File: src/rtl/ram_pkg.sv
// Shared types for the RAM access controller: default widths, command opcodes and FSM states.
package ram_pkg;

  localparam int unsigned RAM_ADDR_W = 4;
  localparam int unsigned RAM_DATA_W = 16;

  typedef enum logic [1:0] {
    OP_READ  = 2'b00,
    OP_WRITE = 2'b01,
    OP_FILL  = 2'b10,
    OP_RSVD  = 2'b11
  } op_e;

  typedef enum logic [2:0] {
    IDLE  = 3'd0,
    WRITE = 3'd1,
    READ  = 3'd2,
    RESP  = 3'd3,
    FILL  = 3'd4
  } state_e;

endpackage

File: src/rtl/ram_access_ctrl.sv
// Sequences read/write/fill commands onto a single-port RAM (rising-edge write,
// falling-edge registered read) and returns read data over a valid/ready channel.
module ram_access_ctrl
  import ram_pkg::*;
#(
  parameter int unsigned ADDR_W = RAM_ADDR_W,
  parameter int unsigned DATA_W = RAM_DATA_W,
  parameter int unsigned DEPTH  = 2 ** ADDR_W
) (
  input  logic              clk,
  input  logic              rst_n,
  input  logic              req_valid,
  output logic              req_ready,
  input  logic [1:0]        req_op,
  input  logic [ADDR_W-1:0] req_addr,
  input  logic [DATA_W-1:0] req_wdata,
  output logic              rsp_valid,
  input  logic              rsp_ready,
  output logic [DATA_W-1:0] rsp_data,
  output logic [ADDR_W-1:0] rsp_addr,
  output logic              busy,
  output logic [ADDR_W-1:0] mem_addr,
  output logic [DATA_W-1:0] mem_wdata,
  output logic              mem_we,
  input  logic [DATA_W-1:0] mem_rdata
);

  localparam int unsigned CNT_W = ADDR_W + 1;
  localparam logic [CNT_W-1:0] FILL_LAST = CNT_W'(DEPTH - 1);

  state_e            state_q, state_d;
  logic [CNT_W-1:0]  cnt_q, cnt_d;
  logic              req_ready_q, req_ready_d;
  logic              rsp_valid_q, rsp_valid_d;
  logic [DATA_W-1:0] rsp_data_q, rsp_data_d;
  logic [ADDR_W-1:0] rsp_addr_q, rsp_addr_d;
  logic              busy_q, busy_d;
  logic [ADDR_W-1:0] mem_addr_q, mem_addr_d;
  logic [DATA_W-1:0] mem_wdata_q, mem_wdata_d;
  logic              mem_we_q, mem_we_d;
  logic              accept;

  assign accept = req_valid && req_ready_q;

  // Next-state and registered-output logic
  always_comb begin
    state_d     = state_q;
    cnt_d       = cnt_q;
    req_ready_d = req_ready_q;
    rsp_valid_d = rsp_valid_q;
    rsp_data_d  = rsp_data_q;
    rsp_addr_d  = rsp_addr_q;
    mem_addr_d  = mem_addr_q;
    mem_wdata_d = mem_wdata_q;
    mem_we_d    = mem_we_q;

    unique case (state_q)
      IDLE: begin
        req_ready_d = 1'b1;
        if (accept) begin
          unique case (op_e'(req_op))
            OP_READ: begin
              mem_addr_d  = req_addr;
              rsp_addr_d  = req_addr;
              req_ready_d = 1'b0;
              state_d     = READ;
            end
            OP_WRITE: begin
              mem_addr_d  = req_addr;
              mem_wdata_d = req_wdata;
              mem_we_d    = 1'b1;
              req_ready_d = 1'b0;
              state_d     = WRITE;
            end
            OP_FILL: begin
              mem_addr_d  = '0;
              mem_wdata_d = req_wdata;
              mem_we_d    = 1'b1;
              cnt_d       = '0;
              req_ready_d = 1'b0;
              state_d     = FILL;
            end
            default: ;
          endcase
        end
      end
      WRITE: begin
        mem_we_d    = 1'b0;
        req_ready_d = 1'b1;
        state_d     = IDLE;
      end
      READ: begin
        rsp_data_d  = mem_rdata;
        rsp_valid_d = 1'b1;
        state_d     = RESP;
      end
      RESP: begin
        if (rsp_ready) begin
          rsp_valid_d = 1'b0;
          req_ready_d = 1'b1;
          state_d     = IDLE;
        end
      end
      FILL: begin
        // The word at mem_addr is committed on this edge; stop once the last one is.
        if (cnt_q == FILL_LAST) begin
          mem_we_d    = 1'b0;
          req_ready_d = 1'b1;
          state_d     = IDLE;
        end else begin
          cnt_d      = CNT_W'(cnt_q + CNT_W'(1));
          mem_addr_d = ADDR_W'(cnt_d);
        end
      end
      default: begin
        mem_we_d    = 1'b0;
        rsp_valid_d = 1'b0;
        req_ready_d = 1'b0;
        state_d     = IDLE;
      end
    endcase

    busy_d = (state_d != IDLE);
  end

  always_ff @(posedge clk or negedge rst_n) begin
    if (!rst_n) begin
      state_q     <= IDLE;
      cnt_q       <= '0;
      req_ready_q <= 1'b0;
      rsp_valid_q <= 1'b0;
      rsp_data_q  <= '0;
      rsp_addr_q  <= '0;
      busy_q      <= 1'b0;
      mem_addr_q  <= '0;
      mem_wdata_q <= '0;
      mem_we_q    <= 1'b0;
    end else begin
      state_q     <= state_d;
      cnt_q       <= cnt_d;
      req_ready_q <= req_ready_d;
      rsp_valid_q <= rsp_valid_d;
      rsp_data_q  <= rsp_data_d;
      rsp_addr_q  <= rsp_addr_d;
      busy_q      <= busy_d;
      mem_addr_q  <= mem_addr_d;
      mem_wdata_q <= mem_wdata_d;
      mem_we_q    <= mem_we_d;
    end
  end

  assign req_ready = req_ready_q;
  assign rsp_valid = rsp_valid_q;
  assign rsp_data  = rsp_data_q;
  assign rsp_addr  = rsp_addr_q;
  assign busy      = busy_q;
  assign mem_addr  = mem_addr_q;
  assign mem_wdata = mem_wdata_q;
  assign mem_we    = mem_we_q;

endmodule

File: config.mk
export PLATFORM = sky130hd
export DESIGN_NAME = ram_access_ctrl
export DESIGN_NICKNAME = d
export VERILOG_FILES = /design/src/rtl/ram_pkg.sv /design/src/rtl/ram_access_ctrl.sv
export SDC_FILE = /design/constraint.sdc
export NUM_CORES = 1
export LEC_CHECK = 0
export BUFFER_PORTS_ARGS = -buffer_cell sky130_fd_sc_hd__buf_2
export CAP_MARGIN = 25
export CORE_UTILIZATION = 44
export CTS_CLUSTER_DIAMETER = 40
export DETAILED_ROUTE_END_ITERATION = 10
export GPL_TIMING_DRIVEN = 0
export PLACE_DENSITY_LB_ADDON = 0.1
export SYNTH_ARGS = -nofsm -noshare
export SYNTH_HDL_FRONTEND = slang
export SYNTH_SLANG_ARGS = --single-unit
File: constraint.sdc
create_clock -name clk -period 2.05 [get_ports clk]
set_input_delay 0 -clock clk [delete_from_list [all_inputs] [get_ports clk]]
set_output_delay 0 -clock clk [all_outputs]
set_load 0.1 [all_outputs]
==> results.sh, run 1 <==
export IMPL_outcome="finished clean"
export IMPL_grt_setup_unrepaired="false"
export IMPL_worstHoldPathType="in -> reg"
export IMPL_antenna_cells=0
export IMPL_placement_io_buffers=85
export IMPL_finalHoldViolCount=0
export IMPL_area_sequential_um2=1300
export IMPL_tritoncts_num_sinks=52
export IMPL_drc=0
export IMPL_fin_cells=380
export IMPL_finalSetupViolations=0
export IMPL_reg2reg_slack_ps=120
export IMPL_drt_wl_total_um=5520
export IMPL_finalMaxSlewViolations=0
export IMPL_die_h_um=75.4
export IMPL_dp_cells=330
export IMPL_drv_cap=0
export IMPL_clock_tree_buffer_depth=2
export IMPL_cp_cell_sequence="ha_1 > and3_1 > ha_2 > nor4b_4 > a31o_2 > mux2_2"
export IMPL_ys_seq_area_share_pct=54.9
export IMPL_route_antenna_remaining_nets=0
export IMPL_reg2reg_from="cnt_q[0]$_DFFE_PN0P_"
export IMPL_grt_antenna_before_repair=0
export IMPL_finalCriticalPeriod_ps=1930
export IMPL_flow_area_growth_from_synthesis_pct=45.4
export IMPL_multiInputGateArea_um2=1010
export IMPL_first_global_vias=1808
export IMPL_num_vias=1859
export IMPL_core_area_um2=5140
export IMPL_worst_endpoint_arrival_ps=2120
export IMPL_num_fill_cells=444
export IMPL_grt_total_usage_pct=20.5
export IMPL_floorplan_rows=26
export IMPL_ys_warnings_count=0
export IMPL_cts_clk_slew_worst_paths_ps=90
export IMPL_yosys_register_bits=52
export IMPL_route_layer_met1_wl_um=2410
export IMPL_initial_utilization_pct=46.1
export IMPL_htree_num_levels=2
export IMPL_worst_setup_path_startpoint="cnt_q[0]$_DFFE_PN0P_"
export IMPL_vias_per_cell=4.89
export IMPL_grt_start_max_net_pins=38
export IMPL_grt_overflow_total=0
export IMPL_postSynthAreaPerCell_um2=13.6
export IMPL_path_class="reg -> reg"
export IMPL_cpMaxStageDelayCell="sky130_fd_sc_hd__dfrtp_1"
export IMPL_drt_iter0_drc=65
export IMPL_syn_inst=174
export IMPL_max_stage_delay_ps=410
export IMPL_worstPathRequired_ps=2240
export IMPL_netlist_area_um2=2370
export IMPL_timing_critical_path_from_type="flip-flop"
export IMPL_nature_of_the_critical_path_endpoint="flip-flop"
export IMPL_count_of_cells_along_the_worst_register_to_register_path=6
export IMPL_met2RoutedLength_um=2800
export IMPL_die_area_um2=5680
export IMPL_worstPathMaxFanout=4
export IMPL_endpoint="mem_addr[2]$_DFFE_PN0P_"
export IMPL_die_x_um=75.4
export IMPL_design_final_nets=357
export IMPL_yosysUniqueCellTypes=41
export IMPL_route_detailed_wl_per_inst_um=14.5
export IMPL_final_period_utilization_pct=94.2
export IMPL_rr_endpoint="mem_addr[2]$_DFFE_PN0P_"
export IMPL_boundaryPins=86
export IMPL_root_buffer="sky130_fd_sc_hd__clkbuf_8"
export IMPL_max_freq_ghz=0.518
export IMPL_drt_pass1_iter_count=4
export IMPL_grt_first_pass_wirelength_um=8590
export IMPL_cts_made_buffers=5
export IMPL_max_slew_worst_pin_slew_ps=495
export IMPL_skew_ps=5.98
export IMPL_timing_max_slew_rel_slack_pct=67.2
export IMPL_post_dp_hpwl_um=3630
export IMPL_maxUsedRoutingLayer="met4"
export IMPL_dr_wl_met3_um=258
export IMPL_final_layout_size_suffix_gt1_share_pct=49.4
export IMPL_syn_num_nets=222
export IMPL_clk_latency_ps=300
export IMPL_place_gp_congestion=0.723
export IMPL_clock_tree_from_tritoncts="built"
[flip-flops by register name, summed over array words and instances (netlist names), 3 cells and up]
signal	count
mem_wdata	16
rsp_data	16
cnt_q	5
mem_addr	4
rsp_addr	4
state_q	3
[kinds of logic after synthesis]
logic type,share of synthesized area [%]
flip-flops,54.9
buffers and inverters,3.43
multiplexers,21.5
AO/OA/AOI/OAI,5.54
AND/OR/NAND/NOR,11.0
adder cells (fa/ha/maj),3.17
XOR/XNOR,0.370
[cell usage in the layout, fill, tap and decap left out, drive strengths merged, types with 2 or more instances in the layout]
| master | n |
|---|---|
| a21o | 2 |
| a21oi | 7 |
| a221oi | 2 |
| buf | 95 |
| clkbuf | 7 |
| dfrtp | 52 |
| dlygate4sd3 | 38 |
| ha | 6 |
| inv | 10 |
| mux2 | 40 |
| mux2i | 6 |
| nand2 | 4 |
| nand2b | 3 |
| nand3 | 3 |
| nand3b | 3 |
| nand4b | 3 |
| nor2 | 2 |
| nor3 | 2 |
| nor4b | 2 |
| o21ai | 2 |
| or3 | 2 |
| or3b | 2 |
[layer usage]
metal  vias to the layer above  global-route usage, %
met5                         -                      0
met4                         0                   6.17
met3                         4                   5.82
met2                        50                   34.2
met1                       915                   26.1
li1                        890                      -
[Yosys cell counts (all sizes together)]
master  instances  area share, %
o21a            1           0.32
a311oi          1           0.37
or3             2           0.53
nand3           3            1.2
ha              6            3.2
nor2b           1           0.26
nor4b           2           0.74
or3b            2           0.84
nor4bb          1           0.42
a221oi          2           0.74
or2             1           0.26
nor3b           1           0.32
a31oi           1           0.26
and2            1           0.26
a31o            1           0.37
nand4b          3            1.1
clkbuf          1           0.16
nor2            2           0.32
a21oi           7            1.6
inv            10            1.6
xnor2           1           0.37
dfrtp          52             55
nand2           4           0.63
or4bb           1           0.48
buf             5            1.7
a21o            2           0.63
o31ai           1           0.32
nand3b          3           0.95
nand2b          3           0.79
o221a           1           0.48
and3            1           0.26
or2b            1           0.32
o21ai           2           0.42
mux2i           6            2.5
nor3            2            1.4
mux2           40             19
[through the flow]
stage / instance area (µm²) / hold WS [ps] / utilization, % / setup WS [ps] / setup TNS, ps
2_1_floorplan: 2380 / -296 / - / 67.1 / 0
3_3_place_gp: 2890 / 231 / 56.2 / -139 / -450
3_5_place_dp: 2910 / -48.2 / 56.6 / -164 / -533
4_1_cts: 3430 / 95.0 / 66.7 / 16.8 / 0
5_1_grt: 3450 / 116 / 67.0 / 30.8 / 0
6_report: 3450 / 98.9 / 67.0 / 119 / 0
[critical path: cells and delay by family, from the launching register on]
family	cells	cell delay, ps
AOI/OAI and AO/OA	1	210
adders and majority gates	2	440
and+or+nand+nor	2	420
muxes	1	350
DFF	1	410
[how the worst min path moves through the flow]
stage,start,end,depth (start not counted),slack [ps]
3_3_place_gp,mem_rdata[14],rsp_data[14]$_DFFE_PN0P_,2,230
3_5_place_dp,rst_n,cnt_q[4]$_DFFE_PN0P_,1,-50
2_1_floorplan,rst_n,busy$_DFF_PN0_,0,-300
4_1_cts,req_valid,busy$_DFF_PN0_,3,90
5_1_grt,req_valid,busy$_DFF_PN0_,3,120
6_report,req_valid,busy$_DFF_PN0_,3,100
[repair_timing]
| action | 4_1_cts | 5_1_grt |
|---|---|---|
| gates resized for setup | 2 | 1 |
| hold endpoints to repair | 90 | 0 |
| setup endpoints to repair | 4 | 5 |
| hold buffers | 38 | 0 |
| pin swaps | 1 | 2 |
| setup buffers | 2 | 2 |
| cloned | 0 | 0 |
[final cells by class]
class                      instances  area share [%]
clock buffer                       6            2.11
multi-input combinational        106            29.4
sequential                        52            37.8
timing repair buffer             128            24.8
buffer                             6            1.27
inverter                          10            1.09
tap                               70            2.54
clock inverter                     2            1.02
Power of run 1 is left out: the tool's default activity adds up to more than one toggle a clock period on the data nets, which glitch-free logic cannot reach.
==> run 2, diff against run 1 <==
--- a/config.mk
+++ b/config.mk
@@ -13,4 +13,5 @@
 export GPL_TIMING_DRIVEN = 0
 export PLACE_DENSITY_LB_ADDON = 0.1
+export REMOVE_ABC_BUFFERS = 1
 export SYNTH_ARGS = -nofsm -noshare
 export SYNTH_HDL_FRONTEND = slang
==> constraint.sdc (replaced) <==
create_clock -name clk -period 2.05 [get_ports clk]
set_input_delay 0 -clock clk [delete_from_list [all_inputs] [get_ports clk]]
set_output_delay 0 -clock clk [all_outputs]
set_load 0.005 [all_outputs]
==> results.sh, run 2 (synthesis gave the netlist of run 1 again) <==
export IMPL_worstPathMaxFanout=4
export IMPL_most_common_layout_cells="sky130_fd_sc_hd__buf_2, sky130_fd_sc_hd__dfrtp_1, sky130_fd_sc_hd__mux2_2"
export IMPL_post_route_setup_tns_ps=0
export IMPL_drt_wl_total_um=5280
export IMPL_grt_total_usage_pct=19.3
export IMPL_max_slew_worst_pin_slew_ps=629
export IMPL_boundaryPins=86
export IMPL_max_vdd_ir_drop_uv=635
export IMPL_tritoncts_num_sinks=52
export IMPL_clock_tree_buffer_depth=2
export IMPL_stdcell_area_um2=3390
export IMPL_worstPathRequired_ps=2250
export IMPL_num_fill_cells=439
export IMPL_finalHoldViolCount=0
export IMPL_grt_first_pass_wirelength_um=8180
export IMPL_finalCriticalPeriod_ps=1960
export IMPL_grt_antenna_before_repair=0
export IMPL_total_power_mw=4.17
export IMPL_clk_latency_ps=310
export IMPL_num_vias=1812
export IMPL_grt_setup_unrepaired="false"
export IMPL_die_h_um=75.4
export IMPL_setup_ws_ps=93.3
export IMPL_finalSetupViolations=0
export IMPL_cpMaxStageDelayCell="sky130_fd_sc_hd__dfrtp_1"
export IMPL_outcome="finished clean"
export IMPL_route_antenna_remaining_nets=0
export IMPL_initial_utilization_pct=46.1
export IMPL_route_detailed_wl_per_inst_um=14.1
export IMPL_skew_ps=9.00
export IMPL_post_dp_hpwl_um=3410
export IMPL_nature_of_the_critical_path_endpoint="flip-flop"
export IMPL_floorplan_rows=26
export IMPL_final_common_cell="sky130_fd_sc_hd__buf_2"
export IMPL_final_period_utilization_pct=95.4
export IMPL_place_gp_congestion=0.742
export IMPL_worstHoldPathType="in -> reg"
export IMPL_minimum_setup_slack_after_placement_ps=-385
export IMPL_die_area_um2=5680
export IMPL_core_area_um2=5140
export IMPL_power_per_cell_area_nw_per_um2=1230
export IMPL_area_sequential_um2=1300
export IMPL_die_x_um=75.4
export IMPL_first_global_vias=1735
export IMPL_drt_pass1_iter_count=4
export IMPL_flow_area_growth_from_synthesis_pct=43.0
export IMPL_root_buffer="sky130_fd_sc_hd__clkbuf_8"
export IMPL_final_layout_size_suffix_gt1_share_pct=49.5
export IMPL_max_freq_ghz=0.511
export IMPL_vias_per_cell=4.86
export IMPL_path_class="reg -> reg"
export IMPL_finalMaxSlewViolations=0
export IMPL_max_stage_delay_ps=410
export IMPL_cts_clk_slew_worst_paths_ps=100
export IMPL_drt_iter0_drc=45
export IMPL_placement_io_buffers=85
export IMPL_drc=0
export IMPL_multiInputGateArea_um2=1010
export IMPL_htree_num_levels=2
export IMPL_cts_made_buffers=5
export IMPL_cp_cell_sequence="ha_1 > and3_1 > ha_2 > nor4b_4 > a31o_2 > mux2_2"
export IMPL_design_final_nets=350
export IMPL_clock_tree_from_tritoncts="built"
export IMPL_grt_start_max_net_pins=28
export IMPL_timing_max_slew_rel_slack_pct=58.1
export IMPL_worst_endpoint_arrival_ps=2150
export IMPL_antenna_cells=0
export IMPL_cp_top_family="simple AND/OR/NAND/NOR gates"
export IMPL_power_leakage_nw=1.59
export IMPL_timing_hold_ws_ps=16.5
export IMPL_drv_cap=0
export IMPL_place_area_um2=2860
export IMPL_critPathBufInv=0
export IMPL_timing_critical_path_from_type="flip-flop"
export IMPL_grt_overflow_total=0
## run 2: changes by cell type in the layout (fill, tap and decap cells not counted), sizes merged
cell         previous run  this run
bufinv                  1         0
buf                    95        90
clkbuf                  7         5
inv                    10        11
dlygate4sd3            38        37
clkinv                  1         2
## run 2: repair_timing
action,in CTS,in global routing
hold buffers,37,0
pin swaps,2,1
gates resized for setup,4,1
endpoints found under the setup margin,7,5
setup buffers,3,1
hold endpoints to repair,61,0
## run 2: power breakdown
group | total, mW | switching [mW] | internal [mW] | leakage [nW]
clock | 0.600 | 0.354 | 0.245 | 0.0485
sequential | 1.88 | 0.362 | 1.52 | 0.625
combinational | 1.69 | 0.683 | 1.00 | 0.913
## run 2: through the flow
stage	instances	util, %
6_report	373	65.9
3_3_place_gp	323	55.2
2_1_floorplan	168	-
3_5_place_dp	324	55.6
5_1_grt	373	65.9
4_1_cts	372	65.5
## run 2: worst paths after layout
check | from | to | slack (ps) | depth (start not counted)
max | cnt_q[0]$_DFFE_PN0P_ | mem_addr[1]$_DFFE_PN0P_ | 90 | 6
min | rsp_ready | rsp_valid$_DFFE_PN0P_ | 20 | 4
max reg2reg | cnt_q[0]$_DFFE_PN0P_ | mem_addr[1]$_DFFE_PN0P_ | 90 | 6
min reg2reg | rsp_data[1]$_DFFE_PN0P_ | rsp_data[1]$_DFFE_PN0P_ | 510 | 1
max in group asynchronous | rst_n | state_q[2]$_DFF_PN0_ | 1250 | 3
min in group asynchronous | rst_n | cnt_q[0]$_DFFE_PN0P_ | 240 | 2
## run 2: routing by layer
metal / vias up / wire length [µm] / global-route usage, %
met1: 881 / 2460 / 27.0
li1: 880 / - / -
met5: - / 0 / 0
met4: 0 / 60 / 6.17
met2: 44 / 2520 / 30.1
met3: 7 / 232 / 4.10
## run 2: area by class of cell
type,instances,area share [%]
well taps,70,2.58
flip-flops and latches,52,38.4
clock buffers,5,2.03
clock inverters,3,0.664
inverters,10,1.11
repair buffers,127,25.3
multi-input cells,106,29.9
## run 2: worst min-delay path, delay by kind of cell
kind	cells	cell delay, ps
simple gates	2	120
buf+inv	1	100
compound gates	1	70
Note: power is estimated with default switching activity, not from simulation.
==> run 3, diff against run 2 <==
==> constraint.sdc (replaced) <==
create_clock -name clk -period 2.05 [get_ports clk]
set_input_delay 0.41 -clock clk [delete_from_list [all_inputs] [get_ports clk]]
set_output_delay 0.41 -clock clk [all_outputs]
set_load 0.005 [all_outputs]
==> results.sh, run 3 (synthesis gave the netlist of run 1 again) <==
export IMPL_outcome="finished clean"
export IMPL_htree_num_levels=2
export IMPL_place_gp_congestion=0.742
export IMPL_max_slew_worst_pin_slew_ps=764
export IMPL_max_freq_ghz=0.511
export IMPL_power_leakage_nw=1.42
export IMPL_power_switching_mw=1.37
export IMPL_grt_overflow_total=0
export IMPL_initial_utilization_pct=46.1
export IMPL_skew_ps=5.04
export IMPL_core_area_um2=5140
export IMPL_timing_critical_path_from_type="flip-flop"
export IMPL_clock_tree_from_tritoncts="built"
export IMPL_drt_pass1_iter_count=4
export IMPL_setup_ws_ps=94.3
export IMPL_timing_max_slew_rel_slack_pct=48.9
export IMPL_final_common_cell="sky130_fd_sc_hd__buf_2"
export IMPL_minimum_setup_slack_after_placement_ps=-385
export IMPL_boundaryPins=86
export IMPL_floorplan_rows=26
export IMPL_critical_path_depth=6
export IMPL_final_layout_size_suffix_gt1_share_pct=56.2
export IMPL_die_area_um2=5680
export IMPL_route_detailed_wl_per_inst_um=14.2
export IMPL_pwr_share_clk_pct=14.9
export IMPL_power_report_internal_total_mw=2.68
export IMPL_tritoncts_num_sinks=52
export IMPL_max_vdd_ir_drop_uv=688
export IMPL_path_class="reg -> reg"
export IMPL_worst_endpoint_arrival_ps=2150
export IMPL_route_antenna_remaining_nets=0
export IMPL_dp_cells=324
export IMPL_worstPathRequired_ps=2250
export IMPL_clock_tree_buffer_depth=2
export IMPL_finalMaxSlewViolations=0
export IMPL_grt_setup_unrepaired="false"
export IMPL_most_common_layout_cells="sky130_fd_sc_hd__buf_2, sky130_fd_sc_hd__dfrtp_1, sky130_fd_sc_hd__mux2_2"
export IMPL_num_fill_cells=473
export IMPL_total_power_mw=4.05
export IMPL_post_route_setup_tns_ps=0
export IMPL_worstPathMaxFanout=4
export IMPL_seq_pwr_share_pct=46.3
export IMPL_drv_cap=0
export IMPL_cts_made_buffers=5
export IMPL_drt_wl_total_um=4750
export IMPL_worstHoldPathType="in -> async"
export IMPL_vias_per_cell=5.02
export IMPL_finalHoldViolCount=0
export IMPL_drc=0
export IMPL_cp_cell_sequence="ha_1 > and3_1 > ha_2 > nor4b_4 > a31o_2 > mux2_2"
export IMPL_combinationalPowerShare_pct=38.8
export IMPL_die_h_um=75.4
export IMPL_die_x_um=75.4
export IMPL_max_stage_delay_ps=410
export IMPL_placement_io_buffers=85
export IMPL_final_period_utilization_pct=95.4
export IMPL_flow_area_growth_from_synthesis_pct=26.6
export IMPL_antenna_cells=0
export IMPL_clk_latency_ps=300
export IMPL_cpMaxStageDelayCell="sky130_fd_sc_hd__dfrtp_1"
export IMPL_cp_top_family="simple AND/OR/NAND/NOR gates"
export IMPL_first_global_vias=1506
export IMPL_grt_first_pass_wirelength_um=7340
export IMPL_num_vias=1681
export IMPL_root_buffer="sky130_fd_sc_hd__clkbuf_8"
export IMPL_finalSetupViolations=0
export IMPL_finalCriticalPeriod_ps=1960
export IMPL_post_dp_hpwl_um=3410
export IMPL_design_final_nets=312
export IMPL_grt_total_usage_pct=17.4
export IMPL_holdBufCountCts=0
export IMPL_grt_start_max_net_pins=28
export IMPL_count_of_cells_along_the_worst_register_to_register_path=6
export IMPL_power_per_cell_area_nw_per_um2=1350
export IMPL_nature_of_the_critical_path_endpoint="flip-flop"
export IMPL_cts_clk_slew_worst_paths_ps=100
export IMPL_critPathBufInv=0
export IMPL_fin_cells=335
export IMPL_drt_iter0_drc=48
export IMPL_p_sw_share_pct=33.7
export IMPL_grt_antenna_before_repair=0
## run 3: metal layers
metal	track usage, %	vias up	part of all wire, %
met5	0	-	0
met3	4.50	7	5.9
met2	25.5	49	46
met4	6.17	0	1.3
met1	25.0	820	47
li1	-	805	-
## run 3: cell type report
type	count	area [µm²]	area share [%]
multi-input combinational	106	1010	33.8
sequential	52	1300	43.4
clock inverter	3	22.5	0.751
timing repair buffer	89	468	15.6
clock buffer	5	68.8	2.29
inverter	10	37.5	1.25
tap	70	87.6	2.92
## run 3: power groups by stage
stage / sequential, mW / combinational, mW / clock (mW)
after CTS: 1.87 / 1.60 / 0.620
after detailed placement: 1.88 / 1.55 / 0
final: 1.87 / 1.57 / 0.601
after global routing: 1.95 / 1.74 / 0.657
after floorplan: 1.89 / 0.856 / 0
after global placement: 1.86 / 1.52 / 0
## run 3: worst register-to-register path, cell delays in order, from the launching register on
cell                      delay (ps)
sky130_fd_sc_hd__dfrtp_1         410
sky130_fd_sc_hd__ha_1            250
sky130_fd_sc_hd__and3_1          170
sky130_fd_sc_hd__ha_2            210
sky130_fd_sc_hd__nor4b_4         280
sky130_fd_sc_hd__a31o_2          200
sky130_fd_sc_hd__mux2_2          350
## run 3: path summary, 6_finish.rpt
kind | from | end | slack (ps)
min in group clk | req_wdata[14] | mem_wdata[14]$_DFFE_PN0P_ | 330
setup reg to reg | cnt_q[0]$_DFFE_PN0P_ | mem_addr[1]$_DFFE_PN0P_ | 90
max in group asynchronous | rst_n | state_q[2]$_DFF_PN0_ | 1380
hold reg to reg | mem_wdata[3]$_DFFE_PN0P_ | mem_wdata[3]$_DFFE_PN0P_ | 510
setup / recovery | cnt_q[0]$_DFFE_PN0P_ | mem_addr[1]$_DFFE_PN0P_ | 90
hold / removal | rst_n | cnt_q[0]$_DFFE_PN0P_ | 110
## run 3: stage by stage
stage	cell area (µm²)	utilization (%)	hold slack, ps
2_1_floorplan	2330	-	114
3_5_place_dp	2860	55.6	460
5_1_grt	3000	58.3	153
3_3_place_gp	2840	55.2	484
4_1_cts	3000	58.3	124
6_report	3000	58.3	111
## run 3: repair_timing
| item | CTS | global route |
|---|---|---|
| buffers inserted | 3 | 0 |
| setup endpoints to repair | 7 | 3 |
| gates resized for setup | 4 | 1 |
| pin swaps | 2 | 0 |
